--- config.mk ---
export PLATFORM = sky130hd
export DESIGN_NAME = trapezoid_sequencer
export DESIGN_NICKNAME = d
export VERILOG_FILES = /design/src/rtl/trapezoid_sequencer.sv
export SDC_FILE = /design/constraint.sdc
export NUM_CORES = 1
export LEC_CHECK = 0
export CAP_MARGIN = 10
export CORE_MARGIN = 8
export CORE_UTILIZATION = 45
export DETAILED_ROUTE_END_ITERATION = 16
export PLACE_DENSITY = 0.66
export SLEW_MARGIN = 20
export SYNTH_ARGS = -nofsm -noshare
export SYNTH_HDL_FRONTEND = slang
export SYNTH_SLANG_ARGS = --single-unit
--- constraint.sdc ---
create_clock -name clk -period 3.8 [get_ports clk]
set_input_delay 0.95 -clock clk [delete_from_list [all_inputs] [get_ports clk]]
set_output_delay 0.95 -clock clk [all_outputs]
set_load 0.01 [all_outputs]
--- src/rtl/trapezoid_sequencer.sv ---
// Trapezoid setpoint generator: RISE/HOLD/FALL/LOW periods paced by a prescaled tick,
// with shadowed configuration, a repeat count and immediate abort.
module trapezoid_sequencer #(
    parameter int DW  = 10,
    parameter int TW  = 8,
    parameter int DIV = 10
) (
    input  logic          clk,
    input  logic          rst_n,
    input  logic          start_i,
    input  logic          abort_i,
    input  logic [DW-1:0] cfg_amp_i,
    input  logic [TW-1:0] cfg_step_i,
    input  logic [TW-1:0] cfg_hold_i,
    input  logic [TW-1:0] cfg_low_i,
    input  logic [7:0]    cfg_cycles_i,
    output logic [DW-1:0] setpoint_o,
    output logic [1:0]    phase_o,
    output logic          busy_o,
    output logic          done_o
);
    localparam int PW = $clog2(DIV);
    localparam int MW = ((DW > TW) ? DW : TW) + 1;

    typedef enum logic [2:0] {IDLE, RISE, HOLD, FALL, LOW} state_t;

    state_t        state_q, state_d;
    logic [DW-1:0] setpoint_q, setpoint_d;
    logic [1:0]    phase_q, phase_d;
    logic          busy_q, busy_d;
    logic          done_q, done_d;
    logic [PW-1:0] presc_q, presc_d;
    logic [TW-1:0] seg_q, seg_d;
    logic [7:0]    cyc_q, cyc_d;
    logic [DW-1:0] amp_q, amp_d;
    logic [TW-1:0] step_q, step_d;
    logic [TW-1:0] hold_q, hold_d;
    logic [TW-1:0] low_q, low_d;
    logic [7:0]    cycles_q, cycles_d;

    logic          tick;
    logic [TW-1:0] step_eff;
    logic [MW-1:0] rise_sum;
    logic [TW:0]   seg_inc;
    logic [7:0]    cyc_inc;

    function automatic logic [1:0] phase_of(input state_t s);
        case (s)
            RISE:    return 2'b00;
            HOLD:    return 2'b01;
            FALL:    return 2'b10;
            default: return 2'b11;
        endcase
    endfunction

    assign tick     = (state_q != IDLE) && (presc_q == PW'(DIV - 1));
    assign step_eff = (step_q == '0) ? TW'(1) : step_q;
    // Wide sum so saturation at amp is decided before any wrap can occur
    assign rise_sum = MW'(setpoint_q) + MW'(step_eff);
    assign seg_inc  = {1'b0, seg_q} + (TW+1)'(1);
    assign cyc_inc  = cyc_q + 8'd1;

    always_ff @(posedge clk or negedge rst_n) begin
        if (!rst_n) begin
            state_q    <= IDLE;
            setpoint_q <= '0;
            phase_q    <= 2'b11;
            busy_q     <= 1'b0;
            done_q     <= 1'b0;
            presc_q    <= '0;
            seg_q      <= '0;
            cyc_q      <= '0;
            amp_q      <= '0;
            step_q     <= '0;
            hold_q     <= '0;
            low_q      <= '0;
            cycles_q   <= '0;
        end else begin
            state_q    <= state_d;
            setpoint_q <= setpoint_d;
            phase_q    <= phase_d;
            busy_q     <= busy_d;
            done_q     <= done_d;
            presc_q    <= presc_d;
            seg_q      <= seg_d;
            cyc_q      <= cyc_d;
            amp_q      <= amp_d;
            step_q     <= step_d;
            hold_q     <= hold_d;
            low_q      <= low_d;
            cycles_q   <= cycles_d;
        end
    end

    always_comb begin
        state_d    = state_q;
        setpoint_d = setpoint_q;
        presc_d    = presc_q;
        seg_d      = seg_q;
        cyc_d      = cyc_q;
        amp_d      = amp_q;
        step_d     = step_q;
        hold_d     = hold_q;
        low_d      = low_q;
        cycles_d   = cycles_q;
        done_d     = 1'b0;

        if (state_q != IDLE) begin
            presc_d = tick ? '0 : presc_q + PW'(1);
        end

        // Abort outranks start, ticks and period completion
        if (abort_i) begin
            state_d    = IDLE;
            setpoint_d = '0;
            presc_d    = '0;
            seg_d      = '0;
        end else begin
            unique case (state_q)
                IDLE: begin
                    if (start_i) begin
                        amp_d      = cfg_amp_i;
                        step_d     = cfg_step_i;
                        hold_d     = cfg_hold_i;
                        low_d      = cfg_low_i;
                        cycles_d   = cfg_cycles_i;
                        presc_d    = '0;
                        seg_d      = '0;
                        cyc_d      = '0;
                        setpoint_d = '0;
                        state_d    = RISE;
                    end
                end
                RISE: begin
                    if (tick) begin
                        if (rise_sum >= MW'(amp_q)) begin
                            setpoint_d = amp_q;
                            seg_d      = '0;
                            state_d    = HOLD;
                        end else begin
                            setpoint_d = setpoint_q + DW'(step_eff);
                        end
                    end
                end
                HOLD: begin
                    if (tick) begin
                        seg_d = seg_inc[TW-1:0];
                        if ((hold_q == '0) || (seg_inc == {1'b0, hold_q})) begin
                            state_d = FALL;
                        end
                    end
                end
                FALL: begin
                    if (tick) begin
                        if (MW'(step_eff) >= MW'(setpoint_q)) begin
                            setpoint_d = '0;
                            seg_d      = '0;
                            state_d    = LOW;
                        end else begin
                            setpoint_d = setpoint_q - DW'(step_eff);
                        end
                    end
                end
                LOW: begin
                    if (tick) begin
                        seg_d = seg_inc[TW-1:0];
                        if ((low_q == '0) || (seg_inc == {1'b0, low_q})) begin
                            seg_d = '0;
                            cyc_d = cyc_inc;
                            // A zero repeat count never matches, so the counter just wraps
                            if ((cycles_q != 8'd0) && (cyc_inc == cycles_q)) begin
                                state_d = IDLE;
                                done_d  = 1'b1;
                            end else begin
                                state_d = RISE;
                            end
                        end
                    end
                end
                default: state_d = IDLE;
            endcase
        end

        busy_d  = (state_d != IDLE);
        phase_d = phase_of(state_d);
    end

    assign setpoint_o = setpoint_q;
    assign phase_o    = phase_q;
    assign busy_o     = busy_q;
    assign done_o     = done_q;

endmodule

==> out/qor.yml <==
sta:
  worst_slew_pin_slew_ns: 0.874
  maxSlewHeadroom_pct: 41.5
  finalMaxSlewViolations: 0
  fin_crit_sh_pct: 111
  max_freq_ghz: 0.237
  setup_violations: 23
  rsz0062_at_grt: "yes"
  post-route-min-period_ns: 4.22
  setup_ws_ns: -0.418
  skew_ns: 0.00984
  hold_violations: 0
route:
  drc: 0
  antenna_left: 0
  wirelength_um: 13100
  dr.pass1.iters: 5
  routedWlPerCell_um: 16.9
  drt_iter0_markers: 325
  viasPerCell: 5.66
  vias: 4391
placement:
  hpwl_um: 9440
  place_congestion: 0.829
  port_buffers: 59
  placed_area_um2: 6060
cells_and_area:
  drive_gt1_share_pct: 22.6
  finalInstanceArea_um2: 6610
  diodes: 0
  area_growth_pct: 26.0
  fin_util_pct: 57.9
  nets: 706
worst_setup_path:
  cp-end-kind: "register"
  crit_arrival_ns: 4.43
  critPathLaunchType: "register"
  critPathRequiredTime_ns: 4.02
  worstSetupPathType: "reg2reg"
  path_max_fanout: 4
  reg2reg_slack_ns: -0.42
clocking:
  clkTransAtPathRegs_ns: 0.06
  cts-root-buf: "clkbuf_16"
  clkSinkCount: 79
  clockBufferDepth: 2
  cts_hold_buf: 0
  htreeDepth: 3
  numCtsBuffers: 9
  insertion_delay_ns: 0.35
  cts_tree: "built"
grt:
  grt.total_usage_pct: 17.7
  grt_overflow: 0
  grt_pass1_wl_um: 21400
  antenna_found_initial: 0
  grt_pass1_vias: 4296
  grt_start_max_net_pins: 80
logic_synthesis:
  synth-main-ff-cell: "dfrtp_1"
  syn-cell-area_um2: 5250
  syn_inst: 551
  syn_nets: 629
  synth_cell_types: 67
  syn_area_per_cell_um2: 9.52
  ys_seq_area_share_pct: 37.7
  async_flop_share_pct: 100
  yosys_warnings: 0
  synth-seq-cells: 79
  synth_edf_count: 0
run_status:
  violations: "negative setup slack"
  status: "finished, violations left"
floorplan:
  coreArea_um2: 11400
  start_util_pct: 45.9
  dieArea_um2: 15400
  num_rows: 39
  chipHeight_um: 124
  io_pins: 60
  die_w_um: 124
pwr:
  p_leak_nw: 2.79
  ir_worst_vdd_v: 0.000241
  power_per_cell_area_nw_per_um2: 425
flow_run:
  drv_cap: 0
min_path:
  hold_path.class: "reg2reg"
==> layout by cell type (no fill, tap or decap), types with 18 or more instances in the layout <==
cell type,count
nor2_1,33
ha_1,29
dfrtp_1,77
xor2_1,18
o21ai_0,22
buf_4,30
inv_1,34
a21oi_1,29
nand2_1,35
nand3_1,18
xnor2_1,23
mux2_2,43
clkdlybuf4s50_1,58
==> through the flow <==
step                power, mW  TNS [ns]  std cells  setup slack, ns  hold WS (ns)
detailed placement       1.83     -6.75        748           -0.445         0.503
CTS                      2.79     -4.94        769           -0.325         0.516
global route             2.97    -14.00        776           -0.705         0.525
global placement         1.80     -4.35        748           -0.298         0.492
floorplan                1.56    -0.155        551          -0.0813         0.479
finish                   2.81     -6.94        776           -0.418         0.511
==> cell families after synthesis <==
logic type / count (synthesis) / synth area share [%]
simple gates: 156 / 15.3
compound gates: 131 / 16.2
flops: 79 / 37.7
buf+inv: 65 / 5.44
xor+xnor: 44 / 8.01
mux: 44 / 9.42
fa+ha+maj: 32 / 7.92
==> timing repair <==
item,CTS,global route
buffers inserted,6,8
resized for setup,31,12
pin swaps,18,11
setup endpoints to repair,23,23
==> synth_stat cells, types with 3 or more instances <==
cell      count  share of area (%)
a21oi_1      35                3.3
a22o_1        8                1.3
a31oi_1       4               0.48
and2_1        3               0.36
and3_1        4               0.48
buf_1         5               0.36
buf_6         3               0.64
clkbuf_1     18                1.3
dfrtp_1      77                 37
ha_1         30                7.2
inv_1        36                2.6
mux2_2       43                9.2
nand2_1      37                2.6
nand2b_1     11                1.3
nand3_1      18                1.7
nand3b_1      3               0.43
nand4_1       5               0.60
nor2_1       34                2.4
nor2b_1       6               0.72
nor3_1        7               0.67
nor4_1        7               0.83
o211ai_1      5               0.72
o21a_1        4               0.57
o21ai_0      34                3.2
o21ai_2       5               0.83
o22ai_1       7               0.83
o31ai_1       5               0.72
or2_2         6               0.72
or3_1         4               0.48
or4_1         4               0.57
xnor2_1      23                3.8
xor2_1       18                3.0
==> power breakdown <==
part | switching [mW] | total (mW) | internal (mW)
registers | 0.102 | 1.06 | 0.961
logic | 0.392 | 0.829 | 0.437
clock network | 0.348 | 0.916 | 0.567
==> worst max-delay path: stages, from the launching register on <==
cell and delay, ns:
dfrtp_1 0.40, nor4_2 0.35, a41o_1 0.26, ha_2 0.20, inv_2 0.04, fa_2 0.36
or2_4 0.25, a221oi_4 0.26, nor2_1 0.07, nor2_1 0.09, nor2_1 0.05, xor2_1 0.16
ha_1 0.33, a21oi_1 0.13, o21ai_1 0.08, a21oi_1 0.14, o211ai_1 0.15, buf_4 0.20
a21oi_2 0.13, nor3_2 0.07, or3_1 0.39
==> cell type report <==
class                           count  area (um2)
Fill cell                         987        4810
Multi-Input combinational cell    407        3120
Sequential cell                    79        1980
Timing Repair Buffer               95         885
Clock buffer                       13         270
Tap cell                          143         179
Inverter                           36         135
Clock inverter                      3        47.5
==> layer usage <==
layer  GRT usage (%)  vias to the layer above  share of wire, %
met4            7.81                        0               2.2
met3            3.22                       22               4.6
li1                -                     2104                 -
met2            28.2                      113                48
met1            23.0                     2152                45
met5               0                        -                 0
==> state kept, by name (all words and copies together), names as in the netlist <==
register	count
amp_q	10
setpoint_o	10
state_q	3
low_q	8
cycles_q	8
phase_o	2
hold_q	8
step_q	8
cyc_q	8
busy_o	1
done_o	1
seg_q	8
presc_q	4
==> final timing paths <==
check	from	endpoint	cells past startpoint
min in group asynchronous	rst_n	setpoint_o[8]$_DFFE_PN0P_	1
max	step_q[6]$_DFFE_PN0P_	busy_o$_DFF_PN0_	20
min	amp_q[6]$_DFFE_PN0P_	amp_q[6]$_DFFE_PN0P_	1
max in group asynchronous	rst_n	step_q[4]$_DFFE_PN0P_	1
max reg2reg	step_q[6]$_DFFE_PN0P_	busy_o$_DFF_PN0_	20
min reg2reg	amp_q[6]$_DFFE_PN0P_	amp_q[6]$_DFFE_PN0P_	1
No activity file was read; power rests on OpenSTA's default activity.
